==> src/rtl/lock_pkg.sv <==
// Shared types and constants for the push-button front end of the digital lock.
package lock_pkg;

    localparam int KEY_W               = 4;
    localparam int DEF_DEBOUNCE_CYCLES = 500000;
    localparam int DEF_MAX_FAILS       = 3;
    localparam int DEF_LOCKOUT_CYCLES  = 250000000;

    typedef enum logic [2:0] {
        ST_IDLE         = 3'd0,
        ST_DEBOUNCE     = 3'd1,
        ST_ISSUE        = 3'd2,
        ST_WAIT_RELEASE = 3'd3,
        ST_LOCKOUT      = 3'd4
    } state_t;

    // Isolate the lowest set bit; lower key index wins simultaneous presses.
    function automatic logic [KEY_W-1:0] lowest_one_hot(input logic [KEY_W-1:0] v);
        return v & (~v + {{(KEY_W-1){1'b0}}, 1'b1});
    endfunction

    function automatic int max_int(input int a, input int b);
        return (a > b) ? a : b;
    endfunction

endpackage

==> src/rtl/sync_2ff.sv <==
// Two-flop synchroniser for asynchronous inputs, with a configurable reset value.
module sync_2ff #(
    parameter int             W       = 1,
    parameter logic [W-1:0]   RST_VAL = '1
) (
    input  logic         clock,
    input  logic         reset,
    input  logic [W-1:0] d,
    output logic [W-1:0] q
);

    logic [W-1:0] meta_r;

    // Metastability-settling pipeline.
    always_ff @(posedge clock) begin
        if (reset) begin
            meta_r <= RST_VAL;
            q      <= RST_VAL;
        end else begin
            meta_r <= d;
            q      <= meta_r;
        end
    end

endmodule

==> src/rtl/lock_key_controller.sv <==
// Debounces and arbitrates the lock push buttons into single-cycle one-hot key pulses,
// and blocks all keys for a timed lockout after too many consecutive failed attempts.
module lock_key_controller
    import lock_pkg::*;
#(
    parameter int  DEBOUNCE_CYCLES = DEF_DEBOUNCE_CYCLES,
    parameter int  MAX_FAILS       = DEF_MAX_FAILS,
    parameter int  LOCKOUT_CYCLES  = DEF_LOCKOUT_CYCLES,
    localparam int FW              = $clog2(MAX_FAILS + 1)
) (
    input  logic             clock,
    input  logic             reset,
    input  logic [KEY_W-1:0] key_n,
    input  logic             error_in,
    input  logic             locked_in,
    output logic [KEY_W-1:0] key_out,
    output logic             lockout,
    output logic [FW-1:0]    fail_count
);

    localparam int            CNT_MAX   = max_int(DEBOUNCE_CYCLES, LOCKOUT_CYCLES);
    localparam int            CW        = (CNT_MAX > 1) ? $clog2(CNT_MAX) : 1;
    localparam logic [CW-1:0] DEB_LAST  = CW'(DEBOUNCE_CYCLES - 1);
    localparam logic [CW-1:0] LOCK_LAST = CW'(LOCKOUT_CYCLES - 1);
    localparam logic [FW-1:0] FAIL_MAX  = FW'(MAX_FAILS);

    logic [KEY_W-1:0] key_sync_n_s;
    logic [KEY_W-1:0] key_sync_s;
    logic             err_rise_s;
    logic             unlock_fall_s;
    logic             lockout_done_s;
    logic [FW-1:0]    fail_next_s;

    logic             prev_error_r;
    logic             prev_locked_r;
    state_t           state_r;
    logic [CW-1:0]    cnt_r;
    logic [KEY_W-1:0] cand_r;

    sync_2ff #(
        .W       (KEY_W),
        .RST_VAL (4'hF)
    ) u_key_sync (
        .clock (clock),
        .reset (reset),
        .d     (key_n),
        .q     (key_sync_n_s)
    );

    assign key_sync_s     = ~key_sync_n_s;
    assign err_rise_s     = error_in & ~prev_error_r;
    assign unlock_fall_s  = ~locked_in & prev_locked_r;
    assign lockout_done_s = (state_r == ST_LOCKOUT) && (cnt_r == LOCK_LAST);

    // Next failure count: lockout expiry and unlock clear it, errors outside lockout saturate-increment it.
    always_comb begin
        fail_next_s = fail_count;
        if (lockout_done_s || unlock_fall_s) begin
            fail_next_s = '0;
        end else if (err_rise_s && (state_r != ST_LOCKOUT) && (fail_count != FAIL_MAX)) begin
            fail_next_s = fail_count + FW'(1);
        end else begin
            fail_next_s = fail_count;
        end
    end

    // Edge-detect history and failure counter.
    always_ff @(posedge clock) begin
        if (reset) begin
            prev_error_r  <= 1'b0;
            prev_locked_r <= 1'b0;
            fail_count    <= '0;
        end else begin
            prev_error_r  <= error_in;
            prev_locked_r <= locked_in;
            fail_count    <= fail_next_s;
        end
    end

    // Key sequencing FSM with one counter shared between debounce, release and lockout timing.
    always_ff @(posedge clock) begin
        if (reset) begin
            state_r <= ST_IDLE;
            cnt_r   <= '0;
            cand_r  <= '0;
            key_out <= '0;
            lockout <= 1'b0;
        end else begin
            key_out <= '0;
            if ((fail_count == FAIL_MAX) && (state_r != ST_LOCKOUT)) begin
                // Lockout pre-empts everything, including a pulse about to be issued.
                state_r <= ST_LOCKOUT;
                cnt_r   <= '0;
                lockout <= 1'b1;
            end else begin
                case (state_r)
                    ST_IDLE: begin
                        if (key_sync_s != '0) begin
                            cand_r  <= lowest_one_hot(key_sync_s);
                            cnt_r   <= '0;
                            state_r <= ST_DEBOUNCE;
                        end else begin
                            state_r <= ST_IDLE;
                        end
                    end
                    ST_DEBOUNCE: begin
                        if ((key_sync_s & cand_r) == '0) begin
                            state_r <= ST_IDLE;
                        end else if (cnt_r == DEB_LAST) begin
                            state_r <= ST_ISSUE;
                        end else begin
                            cnt_r <= cnt_r + CW'(1);
                        end
                    end
                    ST_ISSUE: begin
                        key_out <= cand_r;
                        cnt_r   <= '0;
                        state_r <= ST_WAIT_RELEASE;
                    end
                    ST_WAIT_RELEASE: begin
                        if (key_sync_s != '0) begin
                            cnt_r <= '0;
                        end else if (cnt_r == DEB_LAST) begin
                            cnt_r   <= '0;
                            state_r <= ST_IDLE;
                        end else begin
                            cnt_r <= cnt_r + CW'(1);
                        end
                    end
                    ST_LOCKOUT: begin
                        if (lockout_done_s) begin
                            // Exit via release wait so a key held through lockout is never issued.
                            cnt_r   <= '0;
                            lockout <= 1'b0;
                            state_r <= ST_WAIT_RELEASE;
                        end else begin
                            cnt_r <= cnt_r + CW'(1);
                        end
                    end
                    default: begin
                        state_r <= ST_IDLE;
                        cnt_r   <= '0;
                        lockout <= 1'b0;
                    end
                endcase
            end
        end
    end

endmodule

==> config.mk <==
export PLATFORM = sky130hd
export DESIGN_NAME = lock_key_controller
export DESIGN_NICKNAME = d
export VERILOG_FILES = /design/src/rtl/lock_pkg.sv /design/src/rtl/sync_2ff.sv /design/src/rtl/lock_key_controller.sv
export SDC_FILE = /design/constraint.sdc
export NUM_CORES = 1
export LEC_CHECK = 0
export ABC_AREA = 1
export CAP_MARGIN = 20
export CORE_MARGIN = 2
export CORE_UTILIZATION = 55
export CTS_CLUSTER_DIAMETER = 50
export DETAILED_ROUTE_END_ITERATION = 10
export MAX_ROUTING_LAYER = met4
export PLACE_DENSITY = 0.73
export SLEW_MARGIN = 20
export SYNTH_ARGS = -nofsm -noshare
export SYNTH_HDL_FRONTEND = slang
export SYNTH_SLANG_ARGS = --single-unit
export TNS_END_PERCENT = 20
==> constraint.sdc <==
create_clock -name clock -period 1.95 [get_ports clock]
set_input_delay 0.39 -clock clock [delete_from_list [all_inputs] [get_ports clock]]
set_output_delay 0.39 -clock clock [all_outputs]
set_load 0.005 [all_outputs]
==> impl_metrics.py <==
metrics = {
    "sta": {
        "finalSetupTns_ns": 0,
        "fmax_ghz": 0.568,
        "layout_setup_ws_ns": 0.188,
        "hold_ws_ns": 0.417,
        "tightest_slew_ns": 0.354,
        "finalClockSkew_ns": 0.00516,
        "setup_viol": 0,
        "hold_violations": 0,
        "relSlewSlack": 0.763,
        "rsz0062_at_grt": "no",
        "post-route-min-period_ns": 1.76,
        "period_share": 0.904,
        "drv_slew": 0,
    },
    "clock_network": {
        "cts_inserted_buffers": 5,
        "cts_sinks": 52,
        "cts_buffer_depth": 2,
        "clockRootBuffer": "clkbuf_8",
        "holdBufCountCts": 0,
        "clk_pin_slew_ns": 0.10,
        "clkLatencyLatePin_ns": 0.31,
        "htree_levels": 2,
        "cts_tree": "built",
    },
    "synthesis": {
        "synth_cell_types": 34,
        "yosysWarnings": 0,
        "synth-edff-count": 0,
        "synth_area_um2": 2920,
        "postSynthAreaPerCell_um2": 6.57,
        "ys_seq_area_frac": 0.357,
        "synth_cells": 444,
        "synthFlopType": "dfxtp_1",
        "ys_async_sr_fraction": 0,
        "ys_ff_latch": 52,
        "synth_nets": 454,
    },
    "global_routing": {
        "grt_overflow_total": 0,
        "antenna_found_initial": 0,
        "track_usage": 0.242,
        "grt_max_degree": 20,
        "grt_pass1_wl_um": 11300,
        "grt_pass1_vias": 2470,
    },
    "worst_setup_path": {
        "cp-start-kind": "flop",
        "cp_slowest_stage_delay_ns": 0.36,
        "cp_slowest_cell": "dfxtp_2",
        "r2r-end": "cnt_r[13]",
        "end_kind": "flop",
        "r2r_start": "cnt_r[0]",
        "cp.required_ns": 2.16,
        "cp_max_fo": 19,
        "r2r_setup_slack_ns": 0.19,
        "rr_worst_depth": 11,
        "critical_path_arrival_ns": 1.97,
        "path_cells": "ha_2 -> nand2_2 -> nor2_4 -> nand2_1 -> nor2_2 -> nand2_1 -> nand2_2 -> nand3_4 -> o21ai_4 -> buf_12 -> nor2_1",
        "crit_type": "flop to flop",
    },
    "floorplanning": {
        "num_rows": 26,
        "die_w_um": 76.9,
        "dieArea_um2": 5910,
        "core_um2": 5110,
        "dieHeight_um": 76.9,
        "initial_utilization": 0.572,
        "io_pins": 15,
    },
    "drt": {
        "drc": 0,
        "routedWlPerCell_um": 12.6,
        "drt_wl_total_um": 6770,
        "ant_nets": 0,
        "via_count": 2809,
        "drt_iter0_markers": 284,
        "dr.pass1.iters": 7,
        "vias_per_cell": 5.23,
    },
    "min_path": {
        "min_from": "u_key_sync.meta_r[3]",
        "hold_depth": 1,
        "holdPathEnd": "u_key_sync.q[3]",
        "hold_path_class": "flop to flop",
    },
    "placement": {
        "gp_congestion": 0.941,
        "portBuffers": 14,
        "dpl.hpwl_um": 5210,
        "preCtsSetupSlack_ns": 0.0694,
        "dp.cells": 528,
    },
    "pwr": {
        "power_per_cell_area_nw_per_um2": 656,
        "leakagePower_nw": 1.32,
        "ir_drop_mv": 0.431,
        "power_mw": 2.16,
    },
    "run_status": {
        "outcome": "complete, no violations",
    },
    "final_layout": {
        "num-fill-cells": 510,
        "finalNonFillerCells": 537,
        "drive_gt1_frac": 0.122,
        "area_growth_syn_to_layout_pct": 12.6,
        "nets": 476,
        "n_antenna_cell": 0,
    },
    "job": {
        "maxCapViolCount": 0,
    },
}
cells by family after synthesis:
| logic type | share of synthesized area |
|---|---|
| AOI/OAI and AO/OA | 0.0737 |
| and+or+nand+nor | 0.424 |
| DFF | 0.357 |
| xor gates and xnor gates | 0.0270 |
| adders and majority gates | 0.00857 |
| buffers and inverters | 0.110 |
registers in the layout, summed over array words and instances, names as in the netlist:
signal / cells
cnt_r: 28
cand_r: 4
key_out: 4
u_key_sync.meta_r: 4
u_key_sync.q: 4
state_r: 3
fail_count: 2
lockout: 1
prev_error_r: 1
prev_locked_r: 1
through the flow:
| stage | instance area (um^2) | utilization |
|---|---|---|
| after floorplan | 2920 | - |
| after global placement | 3160 | 0.618 |
| after detailed placement | 3160 | 0.618 |
| after CTS | 3250 | 0.636 |
| after global routing | 3290 | 0.643 |
| final | 3290 | 0.643 |
worst max path at each step:
stage / from / endpoint / slack (ns) / depth (start not counted)
finish: cnt_r[0] / cnt_r[13] / 0.19 / 11
global route: cnt_r[0] / cnt_r[13] / 0.0005 / 11
CTS: cnt_r[0] / cnt_r[18] / 0.05 / 11
detailed placement: cnt_r[0] / cnt_r[11] / 0.07 / 11
global placement: cnt_r[0] / cnt_r[10] / 0.11 / 11
floorplan: cnt_r[0] / cnt_r[13] / 0.24 / 11
power breakdown:
group / internal, mW / switching, mW / leakage [nW]
combinational: 0.143 / 0.252 / 0.844
sequential: 1.10 / 0.0237 / 0.423
clock: 0.258 / 0.380 / 0.0485
cell type report:
| type | count | area [um^2] | share of cell area |
|---|---|---|---|
| Clock inverter | 3 | 22.5 | 0.00685 |
| Clock buffer | 5 | 68.8 | 0.0209 |
| Multi-Input combinational cell | 317 | 1590 | 0.482 |
| Tap cell | 70 | 87.6 | 0.0267 |
| Timing Repair Buffer | 24 | 228 | 0.0693 |
| Sequential cell | 52 | 1040 | 0.318 |
| Inverter | 66 | 250 | 0.0762 |
synthesized netlist by cell type, types with 2 or more instances:
library cell	instances	area [um^2]
nor4_1	2	12.5
o22ai_1	2	12.5
nand2_2	2	12.5
xor2_1	9	78.8
nand3_2	2	20.0
nor3_2	2	20.0
nand3_1	28	140
o21ai_0	17	85.1
ha_1	2	25.0
nor2_1	88	330
nor3_1	5	25.0
nand4_1	16	100
inv_1	65	244
a21oi_1	12	60.1
buf_6	3	33.8
or2_2	9	56.3
nand3_4	2	35.0
a211oi_1	3	22.5
buf_2	2	10.0
clkbuf_1	2	7.51
nor2_2	4	25.0
nand2_1	102	383
dfxtp_1	52	1040
nor2_4	3	33.8
per-layer routing:
metal	vias up	GRT usage	wire [um]
li1	1439	-	-
met1	1269	0.344	3260
met5	-	-	0
met2	94	0.365	3010
met4	0	0.0509	45
met3	7	0.0388	461
placed cells by master (no fill, tap or decap), types with 3 or more instances in the layout:
cell type	instances
clkdlybuf4s50_1	14
o21ai_0	17
or2_2	9
nor2_4	4
nand2_1	99
inv_1	65
a211oi_1	3
nor3_1	5
nand2_2	5
dfxtp_1	50
buf_4	9
nor2_2	8
a21oi_1	12
clkbuf_8	5
nor2_1	83
nand3_1	28
xor2_1	9
nand4_1	16
worst max-delay path: cells and delay by family (launching register included):
| family | cells | cell delay (ns) |
|---|---|---|
| DFF | 1 | 0.36 |
| adders and majority gates | 1 | 0.20 |
| and+or+nand+nor | 8 | 0.78 |
| AOI/OAI and AO/OA | 1 | 0.15 |
| buffers and inverters | 1 | 0.17 |
repair_timing:
action                                 in CTS  in global routing
setup endpoints to repair                   0                 30
setup buffers                               0                  1
endpoints found under the hold margin       0                  0
resized for setup                           0                 12
Power figures use the tool's default switching activity.
